==> config.mk <==
export PLATFORM = sky130hd
export DESIGN_NAME = vx_commit_arbiter
export DESIGN_NICKNAME = d
export VERILOG_FILES = /design/src/rtl/vx_commit_arbiter.sv
export SDC_FILE = /design/constraint.sdc
export NUM_CORES = 1
export LEC_CHECK = 0
export ABC_AREA = 1
export CAP_MARGIN = 20
export CELL_PAD_IN_SITES_DETAIL_PLACEMENT = 0
export CELL_PAD_IN_SITES_GLOBAL_PLACEMENT = 2
export CORE_AREA = 8 8 550 552
export CTS_BUF_LIST = sky130_fd_sc_hd__clkbuf_16
export CTS_CLUSTER_SIZE = 30
export DETAILED_ROUTE_END_ITERATION = 6
export DIE_AREA = 0 0 558 560
export PLACE_DENSITY_LB_ADDON = 0.1
export SLEW_MARGIN = 40
export SYNTH_ARGS = -nofsm -noshare
export SYNTH_HDL_FRONTEND = slang
export SYNTH_SLANG_ARGS = --single-unit
==> constraint.sdc <==
create_clock -name clk -period 7.25 [get_ports clk]
set_input_delay 0.725 -clock clk [delete_from_list [all_inputs] [get_ports clk]]
set_output_delay 0.725 -clock clk [all_outputs]
set_load 0.05 [all_outputs]
==> src/rtl/vx_commit_arbiter.sv <==
// Writeback commit arbiter: round-robin selection among functional-unit results,
// one registered writeback per cycle, plus committed/retired counters for the CSR unit.
module vx_commit_arbiter #(
  parameter int NUM_REQS    = 5,
  parameter int NUM_THREADS = 4,
  parameter int NW_BITS     = 2,
  parameter int NR_BITS     = 5,
  parameter int UUID_BITS   = 44,
  parameter int DATA_WIDTH  = 32,
  parameter int CTR_BITS    = 64
) (
  input  logic                                    clk,
  input  logic                                    reset,
  input  logic [NUM_REQS-1:0]                     src_valid,
  output logic [NUM_REQS-1:0]                     src_ready,
  input  logic [NUM_REQS*UUID_BITS-1:0]           src_uuid,
  input  logic [NUM_REQS*NW_BITS-1:0]             src_wid,
  input  logic [NUM_REQS*32-1:0]                  src_PC,
  input  logic [NUM_REQS*NUM_THREADS-1:0]         src_tmask,
  input  logic [NUM_REQS-1:0]                     src_wb,
  input  logic [NUM_REQS*NR_BITS-1:0]             src_rd,
  input  logic [NUM_REQS*NUM_THREADS*DATA_WIDTH-1:0] src_data,
  input  logic [NUM_REQS-1:0]                     src_eop,
  output logic                                    wb_valid,
  output logic [UUID_BITS-1:0]                    wb_uuid,
  output logic [NW_BITS-1:0]                      wb_wid,
  output logic [31:0]                             wb_PC,
  output logic [NUM_THREADS-1:0]                  wb_tmask,
  output logic [NR_BITS-1:0]                      wb_rd,
  output logic [NUM_THREADS*DATA_WIDTH-1:0]       wb_data,
  output logic                                    wb_eop,
  output logic [CTR_BITS-1:0]                     commit_count,
  output logic [CTR_BITS-1:0]                     instret_count
);

  localparam int IDX_W  = (NUM_REQS > 1) ? $clog2(NUM_REQS) : 1;
  localparam int LANE_W = NUM_THREADS * DATA_WIDTH;

  logic [IDX_W-1:0]       prio;
  logic [IDX_W-1:0]       prio_next;
  logic [IDX_W-1:0]       grant_idx;
  logic                   grant_found;

  logic [UUID_BITS-1:0]   uuid_arr  [NUM_REQS];
  logic [NW_BITS-1:0]     wid_arr   [NUM_REQS];
  logic [31:0]            pc_arr    [NUM_REQS];
  logic [NUM_THREADS-1:0] tmask_arr [NUM_REQS];
  logic [NR_BITS-1:0]     rd_arr    [NUM_REQS];
  logic [LANE_W-1:0]      data_arr  [NUM_REQS];

  logic                   sel_wb;
  logic                   sel_eop;
  logic [CTR_BITS-1:0]    sel_pop;

  for (genvar i = 0; i < NUM_REQS; i++) begin : g_unpack
    assign uuid_arr[i]  = src_uuid[i*UUID_BITS +: UUID_BITS];
    assign wid_arr[i]   = src_wid[i*NW_BITS +: NW_BITS];
    assign pc_arr[i]    = src_PC[i*32 +: 32];
    assign tmask_arr[i] = src_tmask[i*NUM_THREADS +: NUM_THREADS];
    assign rd_arr[i]    = src_rd[i*NR_BITS +: NR_BITS];
    assign data_arr[i]  = src_data[i*LANE_W +: LANE_W];
  end

  function automatic logic [CTR_BITS-1:0] count_ones(input logic [NUM_THREADS-1:0] m);
    logic [CTR_BITS-1:0] n;
    n = '0;
    for (int i = 0; i < NUM_THREADS; i++) begin
      n = n + CTR_BITS'(m[i]);
    end
    return n;
  endfunction

  // First valid source scanning upward from prio with wraparound.
  always_comb begin : grant_search
    int               cand;
    logic [IDX_W-1:0] cand_idx;
    cand        = 0;
    cand_idx    = '0;
    grant_found = 1'b0;
    grant_idx   = '0;
    for (int k = 0; k < NUM_REQS; k++) begin
      cand = int'(prio) + k;
      if (cand >= NUM_REQS) begin
        cand = cand - NUM_REQS;
      end
      cand_idx = IDX_W'(cand);
      if (!grant_found && src_valid[cand_idx]) begin
        grant_found = 1'b1;
        grant_idx   = cand_idx;
      end
    end
  end

  always_comb begin
    src_ready = '0;
    if (grant_found) begin
      src_ready[grant_idx] = 1'b1;
    end
  end

  assign prio_next = (grant_idx == IDX_W'(NUM_REQS - 1)) ? '0 : grant_idx + IDX_W'(1);
  assign sel_wb    = src_wb[grant_idx];
  assign sel_eop   = src_eop[grant_idx];
  assign sel_pop   = count_ones(tmask_arr[grant_idx]);

  always_ff @(posedge clk or negedge reset) begin
    if (!reset) begin
      prio <= '0;
    end else if (grant_found) begin
      prio <= prio_next;
    end
  end

  // Data fields only load on acceptance; wb_valid drops whenever nothing is taken.
  always_ff @(posedge clk or negedge reset) begin
    if (!reset) begin
      wb_valid <= 1'b0;
      wb_uuid  <= '0;
      wb_wid   <= '0;
      wb_PC    <= '0;
      wb_tmask <= '0;
      wb_rd    <= '0;
      wb_data  <= '0;
      wb_eop   <= 1'b0;
    end else begin
      wb_valid <= grant_found & sel_wb;
      if (grant_found) begin
        wb_uuid  <= uuid_arr[grant_idx];
        wb_wid   <= wid_arr[grant_idx];
        wb_PC    <= pc_arr[grant_idx];
        wb_tmask <= tmask_arr[grant_idx];
        wb_rd    <= rd_arr[grant_idx];
        wb_data  <= data_arr[grant_idx];
        wb_eop   <= sel_eop;
      end
    end
  end

  always_ff @(posedge clk or negedge reset) begin
    if (!reset) begin
      commit_count  <= '0;
      instret_count <= '0;
    end else if (grant_found && sel_eop) begin
      commit_count  <= commit_count + CTR_BITS'(1);
      instret_count <= instret_count + sel_pop;
    end
  end

  ready_onehot : assert property (@(posedge clk) disable iff (!reset) $onehot0(src_ready));

endmodule
==> results <==
-- registers in the layout (all words and copies together), names as in the netlist, 3 cells and up --
signal and count:
commit_count 64, instret_count 64, prio 3, wb_PC 32
wb_data 128, wb_rd 5, wb_tmask 4, wb_uuid 44
-- cells by family (layout without fill, tap and decap cells) --
logic type | count (synthesis) | after routing | share of synthesized area [%]
buffers and inverters | 396 | 1749 | 6.581
other | 0 | 38 | 0
adders and majority gates | 16 | 16 | 0.8432
and+or+nand+nor | 3843 | 3843 | 56.00
xor gates and xnor gates | 125 | 125 | 4.037
AOI/OAI and AO/OA | 32 | 32 | 0.6462
DFF | 348 | 348 | 31.90
-- path summary, 6_finish.rpt --
check | depth (start not counted) | slack, ps | to | from
setup / recovery | 33 | 680 | instret_count[58] | prio[1]
hold / removal | 2 | 470 | wb_data[30] | wb_data[30]
setup reg to reg | 33 | 680 | instret_count[58] | prio[1]
hold reg to reg | 2 | 470 | wb_data[30] | wb_data[30]
max in group asynchronous | 4 | 4840 | wb_uuid[24] | reset
min in group asynchronous | 2 | 580 | wb_data[115] | reset
-- per-stage QoR --
stage	utilization, %	instances	TNS [ps]
floorplan	-	4760	0
global placement	15.67	9907	-624.9
detailed placement	15.67	9908	-420.3
CTS	16.35	10025	0
global route	16.40	10045	0
finish	16.42	10070	0
-- layer usage --
layer | vias to the layer above | global-route usage, %
met5 | - | 0
met1 | 16966 | 17.99
met4 | 90 | 2.222
li1 | 17379 | -
met3 | 348 | 5.513
met2 | 1235 | 31.75
-- worst min-delay path: cells and delay by family, from the launching register on --
kind	cells	cell delay, ps
flip-flops	1	330
AND/OR/NAND/NOR	2	110
-- area by class of cell --
class / instances / area, µm²
clock inverters: 48 / 299.0
repair buffers: 1497 / 14990
diodes: 38 / 95.09
fillers: 34203 / 244900
multi-input cells: 4016 / 16870
clock buffers: 68 / 1702
flip-flops and latches: 348 / 8708
well taps: 3919 / 4903
inverters: 136 / 554.3
-- layout by cell type (no fill, tap or decap), types with 4 or more instances in the layout --
master              n
buf_12             13
clkinv_8            4
nor4_1             20
nor2_1            180
nor3_1             52
clkdlybuf4s50_1  1422
dfrtp_1           348
buf_2              17
diode_2            38
ha_1               12
nand2_2             4
nand4_1            47
xor2_1             97
nand3_1           421
inv_2               9
clkinv_2            6
clkinv_1           20
clkbuf_16          68
buf_6               5
inv_1             137
buf_4              36
xnor2_1            27
nand2_1          3097
o21ai_1             8
o21ai_0            14
-- timing repair --
action	CTS	global route
hold buffers	1	0
resized for setup	1	7
endpoints found under the hold margin	38	0
buffers inserted	0	5
endpoints found under the setup margin	3	16
pin swaps	0	2
==> implementation parameters <==
Parameter                              Value

Run status
  Status ... finished, final reports clean

Detailed routing
  ANT nets after route ... 0
  Total via count in the routed design ... 36.02k
  DRT Pass-1 Iters ... 5
  DRC violation count after routing ... 0
  Wire length per cell after detailed routing ... 26.95 µm
  Detail Route met2 WL ... 141.3 mm
  Total wire length after detailed routing ... 271.4 mm
  1st-iter DRT viols ... 1681
  Routed wl met3 ... 20.92 mm
  Vias/cell ... 3.577
  DRT met1 WL ... 104.5 mm
  Top layer in use ... met5

Global route
  Number of antenna violations at the first check in global routing ... 167
  Largest net degree at the start of global routing ... 119
  Global-route wire length before repair ... 358.3 mm
  Total routing resource utilization after global routing ... 16.61%
  Via count of the first global-routing pass ... 38.28k
  Total congestion overflow ... 0

STA
  Endpoints failing hold ... 0
  Final hold slack ... 472.4 ps
  Portion of the clock cycle consumed by the worst path in the final layout ... 90.64%
  Headroom to the max-slew limit ... 36.78%
  Worst-case setup margin in the final layout ... 678.4 ps
  RSZ-0062 raised after global routing ... false
  Max-slew violation total from the final report ... 0
  Achievable clock frequency ... 152.2 MHz
  Worst clock skew ... 63.63 ps
  Transition time at the pin with the least slew margin ... 948.4 ps
  Final count of negative-setup-slack endpoints ... 0
  Final critical delay including setup and external delays ... 6572 ps

Yosys
  Number of distinct library cells after synthesis ... 38
  Syn_area_per_cell ... 5.736 µm²
  Yosys Warn Count ... 0
  Sequential cell area fraction in the yosys report ... 31.90%
  Count of state elements after synthesis ... 348
  Post-synthesis async set-or-reset flop share ... 100.0%
  Most frequent cells after synthesis ... 3099 x nand2_1, 422 x nand3_1, 348 x dfrtp_1
  Portion of synthesized cell area occupied by the leading cell type ... 42.61%
  Cell area after synthesis ... 27300 µm²
  Count of flip-flops with a built-in enable after synthesis ... 0
  Cell accounting for the most synthesized area ... nand2_1
  Most common cell in the synthesized netlist ... nand2_1
  Main area contributors after synthesis ... nand2_1 43%, dfrtp_1 32%, nand3_1 7.7%, xor2_1 3.1%, nor2_1 2.5%
  Prevailing post-synth register cell ... dfrtp_1
  Synth Net Count ... 5868
  Syn Inst Count ... 4760

Setup path
  Crit Path Max Fanout ... 31
  Slowest cell on crit path ... fa_1
  Kind of end point of the critical path ... flip-flop
  Data required time of the critical path ... 7880 ps
  Largest delay contributor family on the critical path ... simple AND/OR/NAND/NOR gates
  Total buffers and inverters traversed by the critical path ... 9
  Critical Path Most Common Cell ... nand2_1
  Signal arrival time at the worst endpoint ... 7200 ps
  Kind of launch point of the worst setup path ... flip-flop
  CP max stage delay ... 550 ps
  Worst Path Class, Setup ... flip-flop to flip-flop

Floorplan
  Starting density of the core ... 9.316%
  Area enclosed by the die boundary ... 312500 µm²
  Core ar. ... 293100 µm²
  Die height ... 560 µm
  Top-Level Pins ... 1442
  Die span in x ... 558 µm
  Placement Rows ... 199

Hold path
  Hold Path Class ... flip-flop to flip-flop

Layout
  Number of nets in the final layout ... 7175
  Layout cell share with drive strength beyond 1 ... 3.190%
  Final design area excluding fillers ... 48120 µm²
  Syn-to-layout area delta ... 76.23%

Placement
  Gp weighted congestion ... 0.8024
  Dpl ws ... -159.1 ps
  Count of buffers from port buffering ... 1441
  Post-DP Area ... 45910 µm²
  Post-DP HPWL ... 220.0 mm

Clocking
  Clock tree from TritonCTS ... built
  Clock root buffer ... clkbuf_16
  H-tree Lvls ... 3
  Num CTS Buffers ... 68
  Clock sink total ... 348
  Clock latency on the worst-skew pair ... 700 ps
  Clock-pin slew reported for the worst setup and hold paths after clock tree synthesis ... 50 ps
  Buffer depth of the longest clock path ... 3

Run
  # Max-Cap Violations ... 0
Power of run 1 is not shown: default switching activity piles up to over one toggle a cycle in this logic, so the estimate is an artifact.
